==> src/rtl/cpu4_pkg.sv <==
// cpu4_pkg: opcode encodings and sequencer state encoding shared by the 4-bit processor
package cpu4_pkg;
   localparam logic [3:0] OP_NOP  = 4'h0;
   localparam logic [3:0] OP_LDI  = 4'h1;
   localparam logic [3:0] OP_ADD  = 4'h2;
   localparam logic [3:0] OP_SUB  = 4'h3;
   localparam logic [3:0] OP_AND  = 4'h4;
   localparam logic [3:0] OP_OR   = 4'h5;
   localparam logic [3:0] OP_LDB  = 4'h6;
   localparam logic [3:0] OP_JMP  = 4'h7;
   localparam logic [3:0] OP_JZ   = 4'h8;
   localparam logic [3:0] OP_HALT = 4'hF;
   typedef enum logic [2:0] {ST_IDLE, ST_FETCH, ST_DECODE, ST_EXEC, ST_HALT} state_t;
endpackage

==> src/rtl/alu_sequencer_if.sv <==
// alu_sequencer_if: instruction-memory and ALU bus between the sequencer (master) and memory/ALU (slave)
//   imem_addr/imem_data: instruction fetch; alu_a/alu_b/alu_opcode -> ALU, alu_result/alu_zero <- ALU
interface alu_sequencer_if #(parameter int PC_W = 4);
   logic [PC_W-1:0] imem_addr;
   logic [7:0]      imem_data;
   logic [3:0]      alu_a;
   logic [3:0]      alu_b;
   logic [3:0]      alu_opcode;
   logic [3:0]      alu_result;
   logic            alu_zero;
   modport master (output imem_addr, alu_a, alu_b, alu_opcode, input imem_data, alu_result, alu_zero);
   modport slave (input imem_addr, alu_a, alu_b, alu_opcode, output imem_data, alu_result, alu_zero);
endinterface

==> src/rtl/seq_decoder.sv <==
// seq_decoder: combinational opcode decode into writeback/branch/halt controls
//   op in: IR[7:4]; outputs: is_alu, wr_acc, wr_b, wr_z, is_jmp, is_jz, is_halt (undefined ops decode to none)
module seq_decoder
   import cpu4_pkg::*;
(
   input  logic [3:0] op,
   output logic       is_alu,
   output logic       wr_acc,
   output logic       wr_b,
   output logic       wr_z,
   output logic       is_jmp,
   output logic       is_jz,
   output logic       is_halt
);
   always_comb begin
      is_alu  = op inside {OP_ADD, OP_SUB, OP_AND, OP_OR};
      wr_acc  = is_alu || op == OP_LDI;
      wr_z    = is_alu || op == OP_LDI;
      wr_b    = op == OP_LDB;
      is_jmp  = op == OP_JMP;
      is_jz   = op == OP_JZ;
      is_halt = op == OP_HALT;
   end
endmodule

==> src/rtl/alu_sequencer.sv <==
// alu_sequencer: multi-cycle fetch/decode/execute control unit for the 4-bit processor
//   clk, rst_n (async active-low), run (start level in IDLE), bus (master: imem fetch + ALU drive),
//   acc_out/zflag_out (ACC, Z), halted (HALT state), busy (FETCH/DECODE/EXECUTE)
module alu_sequencer
   import cpu4_pkg::*;
#(
   parameter int              PC_W     = 4,
   parameter logic [PC_W-1:0] RESET_PC = '0
) (
   input  logic                  clk,
   input  logic                  rst_n,
   input  logic                  run,
   alu_sequencer_if.master       bus,
   output logic [3:0]            acc_out,
   output logic                  zflag_out,
   output logic                  halted,
   output logic                  busy
);
   typedef logic [PC_W-1:0] pc_t;
   state_t     state_q, state_d;
   pc_t        pc_q, pc_d, addr_q, addr_d;
   logic [7:0] ir_q, ir_d;
   logic [3:0] acc_q, acc_d, b_q, b_d, imm;
   logic       z_q, z_d;
   logic       is_alu, wr_acc, wr_b, wr_z, is_jmp, is_jz, is_halt;
   assign imm = ir_q[3:0];
   seq_decoder u_dec (
      .op      (ir_q[7:4]),
      .is_alu  (is_alu),
      .wr_acc  (wr_acc),
      .wr_b    (wr_b),
      .wr_z    (wr_z),
      .is_jmp  (is_jmp),
      .is_jz   (is_jz),
      .is_halt (is_halt)
   );
   always_comb begin
      state_d = state_q;
      pc_d    = pc_q;
      addr_d  = addr_q;
      ir_d    = ir_q;
      acc_d   = acc_q;
      b_d     = b_q;
      z_d     = z_q;
      case (state_q)
         ST_IDLE: begin
            state_d = run ? ST_FETCH : ST_IDLE;
            pc_d    = run ? RESET_PC : pc_q;
            addr_d  = run ? RESET_PC : addr_q;
         end
         ST_FETCH: state_d = ST_DECODE;
         ST_DECODE: begin
            ir_d    = bus.imem_data;
            pc_d    = pc_q + pc_t'(1);
            state_d = ST_EXEC;
         end
         ST_EXEC: begin
            acc_d   = wr_acc ? (is_alu ? bus.alu_result : imm) : acc_q;
            z_d     = wr_z ? (is_alu ? bus.alu_zero : imm == 4'd0) : z_q;
            b_d     = wr_b ? imm : b_q;
            pc_d    = (is_jmp || (is_jz && z_q)) ? pc_t'(imm) : pc_q;
            state_d = is_halt ? ST_HALT : ST_FETCH;
            addr_d  = is_halt ? addr_q : pc_d;
         end
         default: state_d = ST_HALT;
      endcase
   end
   always_ff @(posedge clk or negedge rst_n) begin
      if (!rst_n) begin
         state_q <= ST_IDLE;
         pc_q    <= RESET_PC;
         addr_q  <= RESET_PC;
         ir_q    <= '0;
         acc_q   <= '0;
         b_q     <= '0;
         z_q     <= 1'b0;
      end else begin
         state_q <= state_d;
         pc_q    <= pc_d;
         addr_q  <= addr_d;
         ir_q    <= ir_d;
         acc_q   <= acc_d;
         b_q     <= b_d;
         z_q     <= z_d;
      end
   end
   assign bus.imem_addr  = addr_q;
   assign bus.alu_a      = acc_q;
   assign bus.alu_b      = b_q;
   assign bus.alu_opcode = (state_q == ST_EXEC && is_alu) ? ir_q[7:4] : OP_NOP;
   assign acc_out        = acc_q;
   assign zflag_out      = z_q;
   assign halted         = state_q == ST_HALT;
   assign busy           = state_q inside {ST_FETCH, ST_DECODE, ST_EXEC};
endmodule

==> src/flat_wrapper.sv <==
// flat-port wrapper written by rule: the top's interface ports become plain ports
module alu_sequencer_flat import cpu4_pkg::*;
#(
   parameter int              PC_W     = 4,
   parameter logic [PC_W-1:0] RESET_PC = '0
)
  (clk, rst_n, run, acc_out, zflag_out, halted, busy, bus_imem_addr, bus_alu_a, bus_alu_b, bus_alu_opcode, bus_imem_data, bus_alu_result, bus_alu_zero);
  alu_sequencer_if #(.PC_W(PC_W)) bus_i ();
  input  logic clk;
  input  logic rst_n;
  input  logic run;
  output logic [3:0] acc_out;
  output logic zflag_out;
  output logic halted;
  output logic busy;
  output wire logic [$bits(bus_i.imem_addr)-1:0] bus_imem_addr;
  output wire logic [$bits(bus_i.alu_a)-1:0] bus_alu_a;
  output wire logic [$bits(bus_i.alu_b)-1:0] bus_alu_b;
  output wire logic [$bits(bus_i.alu_opcode)-1:0] bus_alu_opcode;
  input wire logic [$bits(bus_i.imem_data)-1:0] bus_imem_data;
  input wire logic [$bits(bus_i.alu_result)-1:0] bus_alu_result;
  input wire logic [$bits(bus_i.alu_zero)-1:0] bus_alu_zero;
  assign bus_imem_addr = bus_i.imem_addr;
  assign bus_alu_a = bus_i.alu_a;
  assign bus_alu_b = bus_i.alu_b;
  assign bus_alu_opcode = bus_i.alu_opcode;
  assign bus_i.imem_data = bus_imem_data;
  assign bus_i.alu_result = bus_alu_result;
  assign bus_i.alu_zero = bus_alu_zero;
  alu_sequencer #(.PC_W(PC_W), .RESET_PC(RESET_PC)) u_core (.clk(clk), .rst_n(rst_n), .run(run), .bus(bus_i), .acc_out(acc_out), .zflag_out(zflag_out), .halted(halted), .busy(busy));
endmodule
==> config.mk <==
export PLATFORM = sky130hd
export DESIGN_NAME = alu_sequencer_flat
export DESIGN_NICKNAME = d
export VERILOG_FILES = /design/src/rtl/cpu4_pkg.sv /design/src/rtl/alu_sequencer_if.sv /design/src/rtl/seq_decoder.sv /design/src/rtl/alu_sequencer.sv /design/src/flat_wrapper.sv
export SDC_FILE = /design/constraint.sdc
export NUM_CORES = 1
export LEC_CHECK = 0
export ABC_CLOCK_PERIOD_IN_PS = 1900
export CORE_UTILIZATION = 40
export DETAILED_ROUTE_END_ITERATION = 8
export GPL_ROUTABILITY_DRIVEN = 0
export GPL_TIMING_DRIVEN = 0
export HOLD_SLACK_MARGIN = 0.1
export PLACE_DENSITY = 0.65
export SYNTH_ARGS = -nofsm -noshare
export SYNTH_HDL_FRONTEND = slang
export SYNTH_SLANG_ARGS = --single-unit
==> constraint.sdc <==
create_clock -name clk -period 1.9 [get_ports clk]
set_input_delay 0.475 -clock clk [delete_from_list [all_inputs] [get_ports clk]]
set_output_delay 0.475 -clock clk [all_outputs]
set_load 0.02 [all_outputs]
==> impl_metrics.env, run 1 <==
export IMPL_setup_viol=3
export IMPL_grt_pass1_vias=1210
export IMPL_cts_root_buf="clkbuf_4"
export IMPL_fin_crit_sh_pct=102.7
export IMPL_cp_num_buf_inv=1
export IMPL_core_um2=3416
export IMPL_synth_edf_count=0
export IMPL_cts_buffers=3
export IMPL_clock_latency_ns=0.34
export IMPL_ys_warnings_count=0
export IMPL_drt_initial_drc_count=50
export IMPL_synth_top_cell_by_area="dfrtp_1"
export IMPL_grt_pass1_wl_um=5775
export IMPL_first_pass_iters=4
export IMPL_die_w_um=62.21
export IMPL_path_class="flip-flop to output port"
export IMPL_pin_count=39
export IMPL_yosysSeqAreaShare_pct=48.32
export IMPL_top_usage_layer="met2"
export IMPL_overflow=0
export IMPL_globalRouteMet1Util_pct=23.40
export IMPL_layout_drive_gt1_share_pct=33.51
export IMPL_period_needed_ns=1.952
export IMPL_end_kind="output port"
export IMPL_clkSinkCount=28
export IMPL_cts_htree_levels=1
export IMPL_cts_tree="yes"
export IMPL_layout_common_cells="29 x nand2_1, 25 x clkdlybuf4s50_1, 25 x dfrtp_1"
export IMPL_worst_slew_pin_slew_ns=0.6225
export IMPL_cts_buffer_depth=2
export IMPL_clk_pin_slew_ns=0.16
export IMPL_cp_slowest_cell="dfrtp_2"
export IMPL_vias_per_cell=4.974
export IMPL_fin_cells=234
export IMPL_postRouteAntennaNets=0
export IMPL_rsz0062_at_grt="true"
export IMPL_antenna_cells=0
export IMPL_synth_nets=151
export IMPL_syn_mean_instance_area_um2=10.82
export IMPL_syn_cell_area_um2=1450
export IMPL_max_slew_margin_pct=58.50
export IMPL_synth_distinct_cells=40
export IMPL_hp_class="primary input to asynchronous set/reset pin"
export IMPL_critPathMaxStageDelay_ns=0.42
export IMPL_numPortBuffers=37
export IMPL_areaGrowthSynthToFinish_pct=43.83
export IMPL_hpwl_um=2248
export IMPL_synth_top_area_share_pct=48.32
export IMPL_grt_total_usage_pct=19.02
export IMPL_async_flop_share_pct=100.0
export IMPL_maxCapViolCount=0
export IMPL_antenna_found_initial=0
export IMPL_placed_cells=217
export IMPL_wl_um=3241
export IMPL_worst_slack_ns=-0.05161
export IMPL_die_h_um=62.21
export IMPL_fin_worst_skew_ns=0.01357
export IMPL_ys_flop_type="dfrtp_1"
export IMPL_power_density_nw_per_um2=1721
export IMPL_violations="negative setup slack"
export IMPL_final_util_pct=61.06
export IMPL_std_cell_rows=21
export IMPL_syn_inst=134
export IMPL_outcome="finished, violations left"
export IMPL_finalHoldViolCount=0
export IMPL_peakVddDrop_mv=0.7241
export IMPL_clock_fmax_mhz=512.4
export IMPL_worstPathMaxFanout=4
export IMPL_dieArea_um2=3870
export IMPL_ys_top_cells_by_area="dfrtp_1 48%, mux2_2 11%, nand2_1 7.8%"
export IMPL_met3_usage_pct=3.493
export IMPL_route_detailed_drc=0
export IMPL_layout_nets=206
export IMPL_wl_per_cell_um=13.85
export IMPL_crit_chain="nand2_2 -> or2_4 -> nor4b_4 -> buf_4"
export IMPL_cp_top_family="simple AND/OR/NAND/NOR gates"
export IMPL_p_leak_nw=1.002
export IMPL_initial_core_util_pct=42.45
export IMPL_use_met2_pct=33.10
export IMPL_slew_violations=0
export IMPL_vias=1164
export IMPL_worst_endpoint_required_ns=1.42
export IMPL_grt_max_degree=29
export IMPL_crit_arrival_ns=1.48
export IMPL_ys_ff_latch=28
export IMPL_cp_start_kind="flip-flop"
export IMPL_layout_commonest_cell="nand2_1"
## per-layer routing
metal	wire length (um)	part of all wire (%)
met5	0	0
met4	52	1.6
met3	123	3.8
met2	1655	51
met1	1409	43
## worst register-to-register path, cell delays in order, from the launching register on
cell      delay, ns
dfrtp_1        0.40
clkbuf_8       0.16
xnor2_4        0.13
nor2_2         0.05
buf_4          0.12
buf_4          0.15
o21ai_2        0.27
mux2_2         0.37
## cells in the mapped netlist, drive strengths merged (2+ instances only)
cell type,number
dfrtp,28
buf,10
nor2,5
mux2,14
nand4,2
clkbuf,3
a21o,3
xnor2,2
o31a,2
o21ai,4
nor4,2
o2bb2ai,4
nand2,30
mux2i,4
o221ai,2
nor4b,2
## registers in the layout (all words and copies together) (netlist names)
register,count
u_core.bus.imem_addr,4
u_core.pc_q,4
u_core.state_q,3
u_core.bus.alu_b,4
u_core.zflag_out,1
u_core.acc_out,4
u_core.ir_q,8
## report_power, final
part	total, W	switching (W)	internal [W]
clock	0.000395	0.000182	0.000214
combinational	0.00209	0.000986	0.00111
sequential	0.00110	0.000242	0.000861
total	0.00359	0.00141	0.00218
## layout make-up
| class | count | area, um^2 |
|---|---|---|
| clock buffers | 3 | 22.52 |
| well taps | 46 | 57.56 |
| repair buffers | 52 | 476.7 |
| flip-flops and latches | 28 | 704.4 |
| fillers | 296 | 1330 |
| plain buffers | 11 | 91.34 |
| multi-input cells | 92 | 699.4 |
| clock inverters | 1 | 30.03 |
| inverters | 1 | 3.754 |
## stage by stage
stage / TNS (ns) / setup WS (ns) / total power [W] / cell area, um^2 / hold slack, ns
finish: -0.1159 / -0.05161 / 0.003591 / 2086 / 0.1163
detailed placement: -4.121 / -0.3425 / 0.002939 / 1891 / 0.4765
global placement: -2.983 / -0.3168 / 0.002890 / 1891 / 0.4769
CTS: -0.3503 / -0.1797 / 0.003508 / 2028 / 0.5084
global route: -0.4011 / -0.1516 / 0.003859 / 2086 / 0.1428
floorplan: 0 / 0.08057 / 0.002297 / 1463 / 0.1794
## timing repair
item,CTS,global route
gates resized for setup,30,11
buffers inserted,10,5
setup endpoints to repair,9,10
endpoints found under the hold margin,0,0
hold buffers,0,0
pin swaps,4,4
## worst paths after layout
path                                                      from                                   to  slack (ns)  depth (start not counted)
max                                u_core.state_q[1]$_DFF_PN0_                    bus_alu_opcode[1]       -0.05                          4
min                                                      rst_n           u_core.ir_q[4]$_DFFE_PN0P_        0.12                          1
max reg2reg                         u_core.ir_q[6]$_DFFE_PN0P_        u_core.acc_out[1]$_DFFE_PN0P_        0.14                          7
min reg2reg                u_core.bus.imem_addr[3]$_DFFE_PN0P_  u_core.bus.imem_addr[3]$_DFFE_PN0P_        0.51                          1
max in group asynchronous                                rst_n          u_core.state_q[2]$_DFF_PN0_        1.34                          1
min in group clk           u_core.bus.imem_addr[3]$_DFFE_PN0P_  u_core.bus.imem_addr[3]$_DFFE_PN0P_        0.51                          1
## logic make-up (layout without fill, tap and decap cells)
| kind of cell | count (synthesis) | in the layout | share of synthesized area (%) |
|---|---|---|---|
| adder cells (fa/ha/maj) | 1 | 1 | 0.8627 |
| buffers and inverters | 14 | 68 | 7.506 |
| multiplexers | 18 | 18 | 13.63 |
| AND/OR/NAND/NOR | 51 | 51 | 18.21 |
| AO/OA/AOI/OAI | 19 | 19 | 10.01 |
| XOR/XNOR | 2 | 2 | 1.208 |
| other | 1 | 1 | 0.2586 |
| flip-flops | 28 | 28 | 48.32 |
(Power assumes the default switching activity.)
==> inputs of run 2 (changes only) <==
CORE_MARGIN = 5   (was default)
==> impl_metrics.env, run 2 (synthesized netlist as in run 1, its figures left out) <==
export IMPL_outcome="finished, violations left"
export IMPL_violations="negative setup slack"
export IMPL_path_class="flip-flop to output port"
export IMPL_largest_reg_flops=8
export IMPL_first_pass_iters=4
export IMPL_std_cell_rows=21
export IMPL_end_kind="output port"
export IMPL_vias_per_cell=5.160
export IMPL_route_detailed_drc=0
export IMPL_hold_buffers=0
export IMPL_hpwl_um=2381
export IMPL_maxCapViolCount=0
export IMPL_clock_fmax_mhz=499.5
export IMPL_antenna_found_initial=0
export IMPL_cts_htree_levels=1
export IMPL_p_leak_nw=0.9522
export IMPL_worstPathMaxFanout=6
export IMPL_grt_total_usage_pct=13.94
export IMPL_layout_commonest_cell="nand2_1"
export IMPL_crit_arrival_ns=1.53
export IMPL_wl_um=3414
export IMPL_critPathMaxStageDelay_ns=0.44
export IMPL_cts_tree="yes"
export IMPL_rsz0062_at_grt="true"
export IMPL_cp_num_buf_inv=1
export IMPL_vias=1192
export IMPL_slew_violations=0
export IMPL_grt_max_degree=29
export IMPL_numPortBuffers=37
export IMPL_die_w_um=70.21
export IMPL_grt_pass1_vias=1179
export IMPL_wl_per_cell_um=14.78
export IMPL_pin_count=39
export IMPL_top_register="u_core.ir_q"
export IMPL_drt_initial_drc_count=76
export IMPL_clock_latency_ns=0.34
export IMPL_finalHoldViolCount=0
export IMPL_crit_chain="nand2_2 -> or2_4 -> nor4b_2 -> buf_2"
export IMPL_die_h_um=70.21
export IMPL_initial_core_util_pct=42.45
export IMPL_worst_slew_pin_slew_ns=0.6373
export IMPL_max_slew_margin_pct=57.51
export IMPL_fin_worst_skew_ns=0.007575
export IMPL_power_density_nw_per_um2=1730
export IMPL_core_um2=3416
export IMPL_worst_slack_ns=-0.1022
export IMPL_worst_endpoint_required_ns=1.42
export IMPL_layout_common_cells="29 x nand2_1, 27 x clkdlybuf4s50_1, 25 x dfrtp_1"
export IMPL_areaGrowthSynthToFinish_pct=39.95
export IMPL_grt_pass1_wl_um=5602
export IMPL_fin_crit_sh_pct=105.4
export IMPL_postRouteAntennaNets=0
export IMPL_antenna_cells=0
export IMPL_overflow=0
export IMPL_cts_buffer_depth=2
export IMPL_fillers=304
export IMPL_fin_cells=231
export IMPL_clkSinkCount=28
export IMPL_dieArea_um2=4929
export IMPL_clk_pin_slew_ns=0.16
export IMPL_post_place_ws_ns=-0.3390
export IMPL_setup_viol=3
export IMPL_cp_slowest_cell="dfrtp_2"
export IMPL_cp_start_kind="flip-flop"
export IMPL_layout_nets=203
export IMPL_peakVddDrop_mv=0.7722
export IMPL_period_needed_ns=2.002
export IMPL_cp_top_family="simple AND/OR/NAND/NOR gates"
export IMPL_placed_cells=217
export IMPL_power_w=0.003511
export IMPL_cts_root_buf="clkbuf_4"
export IMPL_cts_buffers=3
export IMPL_layout_drive_gt1_share_pct=32.43
export IMPL_hp_class="primary input to asynchronous set/reset pin"
run 2: cell types whose count changed in the layout (fill, tap and decap cells not counted), sizes merged:
cell / previous run / this run
clkdlybuf4s50: 25 / 27
clkbuf: 6 / 7
clkdlybuf4s15: 1 / 0
dlymetal6s2s: 2 / 0
buf: 27 / 24
run 2: path summary, 6_finish.rpt:
kind	start	endpoint	slack, ns	depth (start not counted)
worst max register to register	u_core.ir_q[5]$_DFFE_PN0P_	u_core.acc_out[0]$_DFFE_PN0P_	0.09	7
worst max-delay path	u_core.state_q[0]$_DFF_PN0_	bus_alu_opcode[1]	-0.10	4
max in group asynchronous	rst_n	u_core.state_q[0]$_DFF_PN0_	1.31	1
worst min register to register	u_core.bus.imem_addr[1]$_DFFE_PN0P_	u_core.bus.imem_addr[1]$_DFFE_PN0P_	0.51	1
worst min-delay path	rst_n	u_core.acc_out[3]$_DFFE_PN0P_	0.13	1
min in group clk	u_core.bus.imem_addr[1]$_DFFE_PN0P_	u_core.bus.imem_addr[1]$_DFFE_PN0P_	0.51	1
run 2: layer usage:
layer | global-route usage [%] | vias up | wire length [um]
met2 | 24.13 | 24 | 1764
li1 | - | 565 | -
met1 | 17.27 | 599 | 1483
met5 | 0 | - | 0
met3 | 2.869 | 4 | 129
met4 | 4.468 | 0 | 37
run 2: power by group:
group	internal [W]	switching, W	total, W
registers	0.000861	0.000259	0.00112
clock network	0.000214	0.000181	0.000394
logic	0.00104	0.000954	0.00200
run 2: area by class of cell:
cell class              count  area (um^2)  area share [%]
well taps                  46        57.56           2.836
clock inverters             1        30.03           1.480
flip-flops and latches     28        704.4           34.71
clock buffers               3        22.52           1.110
multi-input cells          92        679.4           33.48
plain buffers              11        90.09           4.439
repair buffers             49        441.7           21.76
inverters                   1        3.754          0.1850
run 2: stage by stage:
stage	hold WS (ns)	utilization [%]	area [um^2]	setup TNS [ns]
final	0.1313	59.41	2029	-0.1679
after global routing	0.1722	59.41	2029	-0.3578
after CTS	0.5217	58.39	1994	-0.3424
after detailed placement	0.4764	55.35	1891	-5.746
after global placement	0.4768	55.35	1891	-3.202
after floorplan	0.1794	-	1463	0
run 2: what timing repair did:
item,4_1_cts,5_1_grt
buffers inserted,8,4
pin swaps,4,3
resized for setup,27,8
endpoints found under the setup margin,9,4
